**config.mk**
```make
export PLATFORM = sky130hd
export DESIGN_NAME = instr_fetch_unit
export DESIGN_NICKNAME = d
export VERILOG_FILES = /design/src/rtl/instr_fetch_unit.sv
export SDC_FILE = /design/constraint.sdc
export NUM_CORES = 1
export LEC_CHECK = 0
export ABC_AREA = 1
export CAP_MARGIN = 5
export CORE_MARGIN = 1.5
export CORE_UTILIZATION = 44
export CTS_BUF_LIST = sky130_fd_sc_hd__clkbuf_8 sky130_fd_sc_hd__clkbuf_16
export DETAILED_ROUTE_END_ITERATION = 10
export GPL_ROUTABILITY_DRIVEN = 0
export PLACE_DENSITY = 0.75
export RECOVER_POWER = 25
export SLEW_MARGIN = 30
export SYNTH_ARGS = -nofsm -noshare
export SYNTH_HDL_FRONTEND = slang
export SYNTH_SLANG_ARGS = --single-unit
```
**constraint.sdc**
```tcl
create_clock -name clk -period 2.9 [get_ports clk]
set_clock_uncertainty 0.1 [all_clocks]
set_input_delay 0.435 -clock clk [delete_from_list [all_inputs] [get_ports clk]]
set_output_delay 0.435 -clock clk [all_outputs]
set_load 0.03 [all_outputs]
```
**src/rtl/instr_fetch_unit.sv**
```systemverilog
// Multi-cycle instruction fetch stage: owns the PC, fetches over a req/valid handshake and holds
// the IR until acknowledged. Define FETCH_ILLEGAL_TRAP_EN to halt on unsupported opcodes.
module instr_fetch_unit #(
    parameter int unsigned       ADDR_W   = 32,
    parameter logic [ADDR_W-1:0] RESET_PC = '0
) (
    input  logic              clk,
    input  logic              rst,
    output logic              imem_req,
    output logic [ADDR_W-1:0] imem_addr,
    input  logic [31:0]       imem_rdata,
    input  logic              imem_valid,
    output logic              ir_valid,
    input  logic              ir_ack,
    input  logic              branch_taken,
    output logic [5:0]        op,
    output logic [4:0]        rs,
    output logic [4:0]        rt,
    output logic [4:0]        rd,
    output logic [5:0]        funct,
    output logic [15:0]       imm16,
    output logic [ADDR_W-1:0] pc_plus4,
    output logic              illegal_op
);

    typedef enum logic [1:0] {StIdle, StFetch, StHold, StHalt} state_e;

    state_e            state_q, state_d;
    logic [ADDR_W-1:0] pc_q, pc_d, pc_plus4_q, pc_inc, branch_off;
    logic [31:0]       ir_q;
    logic              imem_req_q, ir_valid_q;
    logic              load_ir, redirect, bad_op;

`ifdef FETCH_ILLEGAL_TRAP_EN
    always_comb begin
        case (imem_rdata[31:26])
            6'b000000, 6'b100011, 6'b101011, 6'b000100, 6'b001111: bad_op = 1'b0;
            default:                                                bad_op = 1'b1;
        endcase
    end
`else
    assign bad_op = 1'b0;
`endif

    // State register; handshake outputs are registered from the next state.
    always_ff @(posedge clk) begin
        if (rst) begin
            state_q    <= StIdle;
            imem_req_q <= 1'b0;
            ir_valid_q <= 1'b0;
        end else begin
            state_q    <= state_d;
            imem_req_q <= (state_d == StFetch);
            ir_valid_q <= (state_d == StHold);
        end
    end

    always_comb begin
        state_d = state_q;
        case (state_q)
            StIdle:  state_d = StFetch;
            StFetch: if (imem_valid) state_d = bad_op ? StHalt : StHold;
            StHold:  if (ir_ack) state_d = StFetch;
            StHalt:  state_d = StHalt;
            default: state_d = StIdle;
        endcase
    end

    always_comb begin
        load_ir    = (state_q == StFetch) && imem_valid;
        redirect   = (state_q == StHold) && ir_ack && branch_taken;
        pc_inc     = pc_q + ADDR_W'(4);
        branch_off = ADDR_W'($signed({ir_q[15:0], 2'b00}));
        pc_d       = pc_q;
        if (load_ir) begin
            pc_d = pc_inc;
        end else if (redirect) begin
            pc_d = pc_plus4_q + branch_off;
        end
    end

    always_ff @(posedge clk) begin
        if (rst) begin
            pc_q       <= RESET_PC;
            pc_plus4_q <= RESET_PC + ADDR_W'(4);
            ir_q       <= '0;
        end else begin
            pc_q <= pc_d;
            if (load_ir) begin
                ir_q       <= imem_rdata;
                pc_plus4_q <= pc_inc;
            end
        end
    end

`ifdef FETCH_ILLEGAL_TRAP_EN
    logic illegal_q;

    always_ff @(posedge clk) begin
        if (rst) begin
            illegal_q <= 1'b0;
        end else begin
            illegal_q <= (state_d == StHalt);
        end
    end

    assign illegal_op = illegal_q;
`else
    assign illegal_op = 1'b0;
`endif

    assign imem_req  = imem_req_q;
    assign imem_addr = pc_q;
    assign ir_valid  = ir_valid_q;
    assign op        = ir_q[31:26];
    assign rs        = ir_q[25:21];
    assign rt        = ir_q[20:16];
    assign rd        = ir_q[15:11];
    assign funct     = ir_q[5:0];
    assign imm16     = ir_q[15:0];
    assign pc_plus4  = pc_plus4_q;

endmodule

```
Word-level counts from Yosys, hierarchy flattened
Index checks and enable logic that the tools add are counted.
- register bits: 100
- bits of input ports: 37
- output and inout port bits: 110
- logic and storage cells: 23
- add/sub/neg operators: 2
- eq/ne operators: 5
- mux-type cells: 5
- reductions and logical operators: 5
- operators with widths (kind ; number):
    32-bit 2-to-1 mux ; 2
    32-bit by 3-bit adder with 32-bit output (second input constant) ; 1
    32-bit adder ; 1
    2-bit case mux with 4 select lines ; 1
    2-bit == test (second input constant) ; 3
    2-bit by 1-bit == test with 1-bit output (second input constant) ; 2
    2-bit 2-to-1 mux ; 2
    1-bit logical AND ; 3
    2-bit logical NOT ; 1
    2-bit nonzero test ; 1

Depth between registers and ports, before layout
- word-level depth: 5
- depth in mapped cells: 12
- mapped depth without buffers: 12

Worst setup path before layout
OpenSTA, ideal clock, no wires.
- path type: register to register
- start point: register ir_q[15]
- end point: register pc_q[30], in the netlist imem_addr[30]
- setup time: 70 ps
- data arrival time: 1973 ps
- required time: 2730 ps
- slack: 758 ps
- cell stages (with the launch flop): 11
- path buffers: 0
- period minus slack after synthesis: 2142 ps
- path through: dfxtp_1 -> ha_1 -> nand2_1 -> inv_1 -> a21oi_1 -> nand2_1 -> a21oi_1 -> nand2_1 -> nand2_1 -> nand3_1 -> a21oi_1
- word-level cells in the longest chain between the ends: 3
- RTL lines (element ; line ; RTL):
    from (decl) ; 30 ; logic [31:0] ir_q;
    from (signal assigned) ; 90 ; ir_q <= imem_rdata;
    32-bit adder ; 78 ; pc_d = pc_plus4_q + branch_off;
    32-bit 2-to-1 mux ; 77 ; end else if (redirect) begin
    32-bit 2-to-1 mux ; 75 ; if (load_ir) begin
    to (signal assigned) ; 88 ; pc_q <= pc_d;
    to (decl) ; 29 ; logic [ADDR_W-1:0] pc_q, pc_d, pc_plus4_q, pc_inc, branch_off;
Every way passes these cells. The select of a mux whose other input is x is not followed.
A chain may end at the register's enable or synchronous reset.

Worst setup path in the final report
- start point: register ir_q[15]
- end point: output imm16[15]
- RTL lines (element ; line ; RTL):
    to (decl) ; 21 ; output logic [15:0] imm16,
No word-level cell between the ends.

==> results.py <==
metrics = {
    "status": {
        "status": "complete, but fails checks",
        "violations": "design-rule violations, max-capacitance violations, max-slew violations",
    },
    "power_and_ir_drop": {
        "combPwrFrac_pct": 24.0,
        "swShare_pct": 32.6,
        "seq_power_share_pct": 42.4,
        "power_density_mw_per_mm2": 441,
        "p_leak_nw": 3.77,
        "ir_drop_uv": 427,
        "power_switching_w": 0.00121,
        "internal-power_w": 0.00251,
        "clkPwrFrac_pct": 33.6,
    },
    "place": {
        "pre_cts_ws_ns": 0.395,
        "dp_hpwl_um": 15800,
        "numPortBuffers": 145,
    },
    "route": {
        "dr.first_iter.drc_count": 753,
        "dr.pass1.iters": 9,
        "drc_errors": 4,
        "totalWireLength_um": 20800,
        "via_count": 7379,
        "drt-wirelength-per-cell_um": 15.0,
        "avgViaCountPerCell": 5.31,
        "drtAntennaViolNets": 0,
    },
    "setup_path": {
        "cpPeakStageDelay_ns": 0.77,
        "crit_required_ns": 2.37,
        "path_max_fanout": 16,
        "cp_cell_sequence": "buf_4 -> clkdlybuf4s50_1",
        "path_class": "flip-flop to output pin",
        "crit_path_start_kind": "flip-flop",
        "crit_arrival_ns": 2.04,
        "crit_path_end_kind": "output pin",
        "crit_slowest_cell": "dfxtp_1",
    },
    "sta": {
        "finalSetupViolations": 0,
        "relSlewSlack_pct": -22.5,
        "worst_pin_slew_ns": 1.84,
        "hold_viol_final": 0,
        "fmaxAchievable_mhz": 389,
        "rsz0062_at_grt": "false",
        "fin_setup_tns_ns": 0,
        "drv_slew": 37,
        "worst_slack_ns": 0.328,
        "min_period_ns": 2.57,
        "fin_crit_sh_pct": 88.7,
        "holdWs_ns": 0.382,
    },
    "clock_tree": {
        "cts_tree": "yes",
        "cts_hold_buf": 0,
        "clock_path_buffers": 2,
        "cts_made_buffers": 9,
        "cts_sinks": 100,
        "path_clk_slew_ns": 0.07,
        "clkLatencyLatePin_ns": 0.35,
        "root_buffer": "clkbuf_16",
        "cts_setup_buffers": 0,
        "cts_max_level": 3,
        "cts_resized": 0,
    },
    "cells_and_area": {
        "final_nets": 1268,
        "area_delta_synth_final_pct": 27.2,
        "final-seq-area_sq_mm": 0.00200,
        "layout_commonest_cell": "nand2_1",
        "n_antenna_cell": 0,
        "multi_input_area_sq_mm": 0.00391,
        "post-route-util_pct": 57.6,
        "layout_common_cells": "324 x nand2_1, 144 x clkdlybuf4s50_1, 143 x nor2_1",
        "drive_above_1_share_pct": 3.49,
        "fillers": 1462,
    },
    "synth": {
        "synth_warnings": 0,
        "synth.cell_area_sq_mm": 0.00664,
        "ys_types": 32,
        "syn_nets": 1151,
        "syn_avg_cell_area_sq_um": 6.13,
        "synth_seq_cells": 100,
        "seq_area_frac_synth_pct": 30.2,
        "synthCells": 1083,
    },
    "die": {
        "start_util_pct": 45.3,
        "core_area_sq_mm": 0.0146,
        "core.rowCount": 44,
        "fp.dieArea_sq_mm": 0.0158,
        "io_pins": 147,
        "die_w_um": 126,
        "fp.dieH_um": 126,
    },
    "global_routing": {
        "grt_pass1_vias": 6652,
        "grt_max_degree": 90,
        "grt_pass1_wl_um": 33300,
        "grt_overflow_total": 0,
        "track_usage_pct": 26.3,
        "grt_antenna_before_repair": 0,
    },
    "hold_path": {
        "hold_path.class": "flip-flop to flip-flop",
    },
    "run": {
        "maxCapViolations": 1,
    },
}
-- cell families (layout without fill, tap and decap cells) --
logic type,Yosys count,count (layout),share of synthesized area (%)
AND/OR/NAND/NOR,566,566,35.3
adder cells (fa/ha/maj),31,31,5.96
flip-flops,100,100,30.2
other,1,1,0.0565
AO/OA/AOI/OAI,196,196,15.4
XOR/XNOR,17,17,2.24
buffers and inverters,172,294,10.9
-- metrics by stage --
step | area [sq um] | cells | power, W
2_1_floorplan | 6640 | 1083 | 0.00214
5_1_grt | 8440 | 1389 | 0.00388
4_1_cts | 8450 | 1389 | 0.00374
3_3_place_gp | 8150 | 1373 | 0.00249
3_5_place_dp | 8150 | 1373 | 0.00250
6_report | 8440 | 1389 | 0.00372
-- area by class of cell --
class	instances	share of cell area (%)
Clock inverter	6	0.756
Clock buffer	10	2.83
Inverter	125	5.57
Multi-Input combinational cell	811	46.3
Tap cell	184	2.73
Timing Repair Buffer	153	18.1
Sequential cell	100	23.7
-- critical path: cells and delay by family (launching register included) --
kind                   cells  cell delay [ns]
buffers and inverters      2             0.90
flip-flops                 1             0.77
-- synthesized netlist by cell type --
master / count / area [sq um]
a211oi_1: 2 / 15.0
a21o_1: 1 / 7.51
a21oi_1: 98 / 490
a31oi_1: 12 / 75.1
buf_2: 13 / 65.1
buf_4: 16 / 120
clkbuf_1: 18 / 67.6
clkinv_1: 1 / 3.75
clkinv_2: 1 / 5.00
conb_1: 1 / 3.75
dfxtp_1: 100 / 2000
fa_1: 1 / 20.0
ha_1: 30 / 375
inv_1: 120 / 450
inv_2: 3 / 11.3
nand2_1: 324 / 1220
nand2_2: 2 / 12.5
nand3_1: 58 / 290
nand3_2: 3 / 30.0
nand3b_1: 8 / 60.1
nand4_1: 9 / 56.3
nor2_1: 143 / 537
nor2_2: 6 / 37.5
nor2_4: 4 / 45.0
nor3_1: 7 / 35.0
nor3_4: 1 / 16.3
o21ai_0: 78 / 390
o21bai_1: 4 / 30.0
o221a_2: 1 / 11.3
or2_2: 1 / 6.26
xnor2_1: 3 / 26.3
xor2_1: 14 / 123
-- power by group through the flow --
stage               Sequential, W  Clock [W]  Combinational (W)
finish                    0.00158    0.00125           0.000895
global route              0.00159    0.00132           0.000965
CTS                       0.00158    0.00127           0.000895
detailed placement        0.00161          0           0.000892
global placement          0.00161          0           0.000882
floorplan                 0.00174          0           0.000394
-- registers in the layout, indices dropped and copies added (netlist names) --
name	cells
state_q	2
imem_req	1
ir_valid	1
imem_addr	32
pc_plus4	32
ir_q	32
-- worst paths after layout --
check / startpoint / end / slack (ns) / cells after the start
min: ir_q[26] / ir_q[26] / 0.38 / 2
min reg2reg: ir_q[26] / ir_q[26] / 0.38 / 2
max reg2reg: ir_q[15] / imem_addr[29] / 0.47 / 10
max: ir_q[15] / imm16[15] / 0.33 / 2
-- per-layer routing --
metal	GRT usage, %	share of wire [%]	vias to the layer above
li1	-	-	3687
met1	35.4	45	3388
met2	42.9	46	276
met3	5.69	7.3	28
met4	6.96	1.9	0
met5	0	0	-
Power figures use the tool's default switching activity.
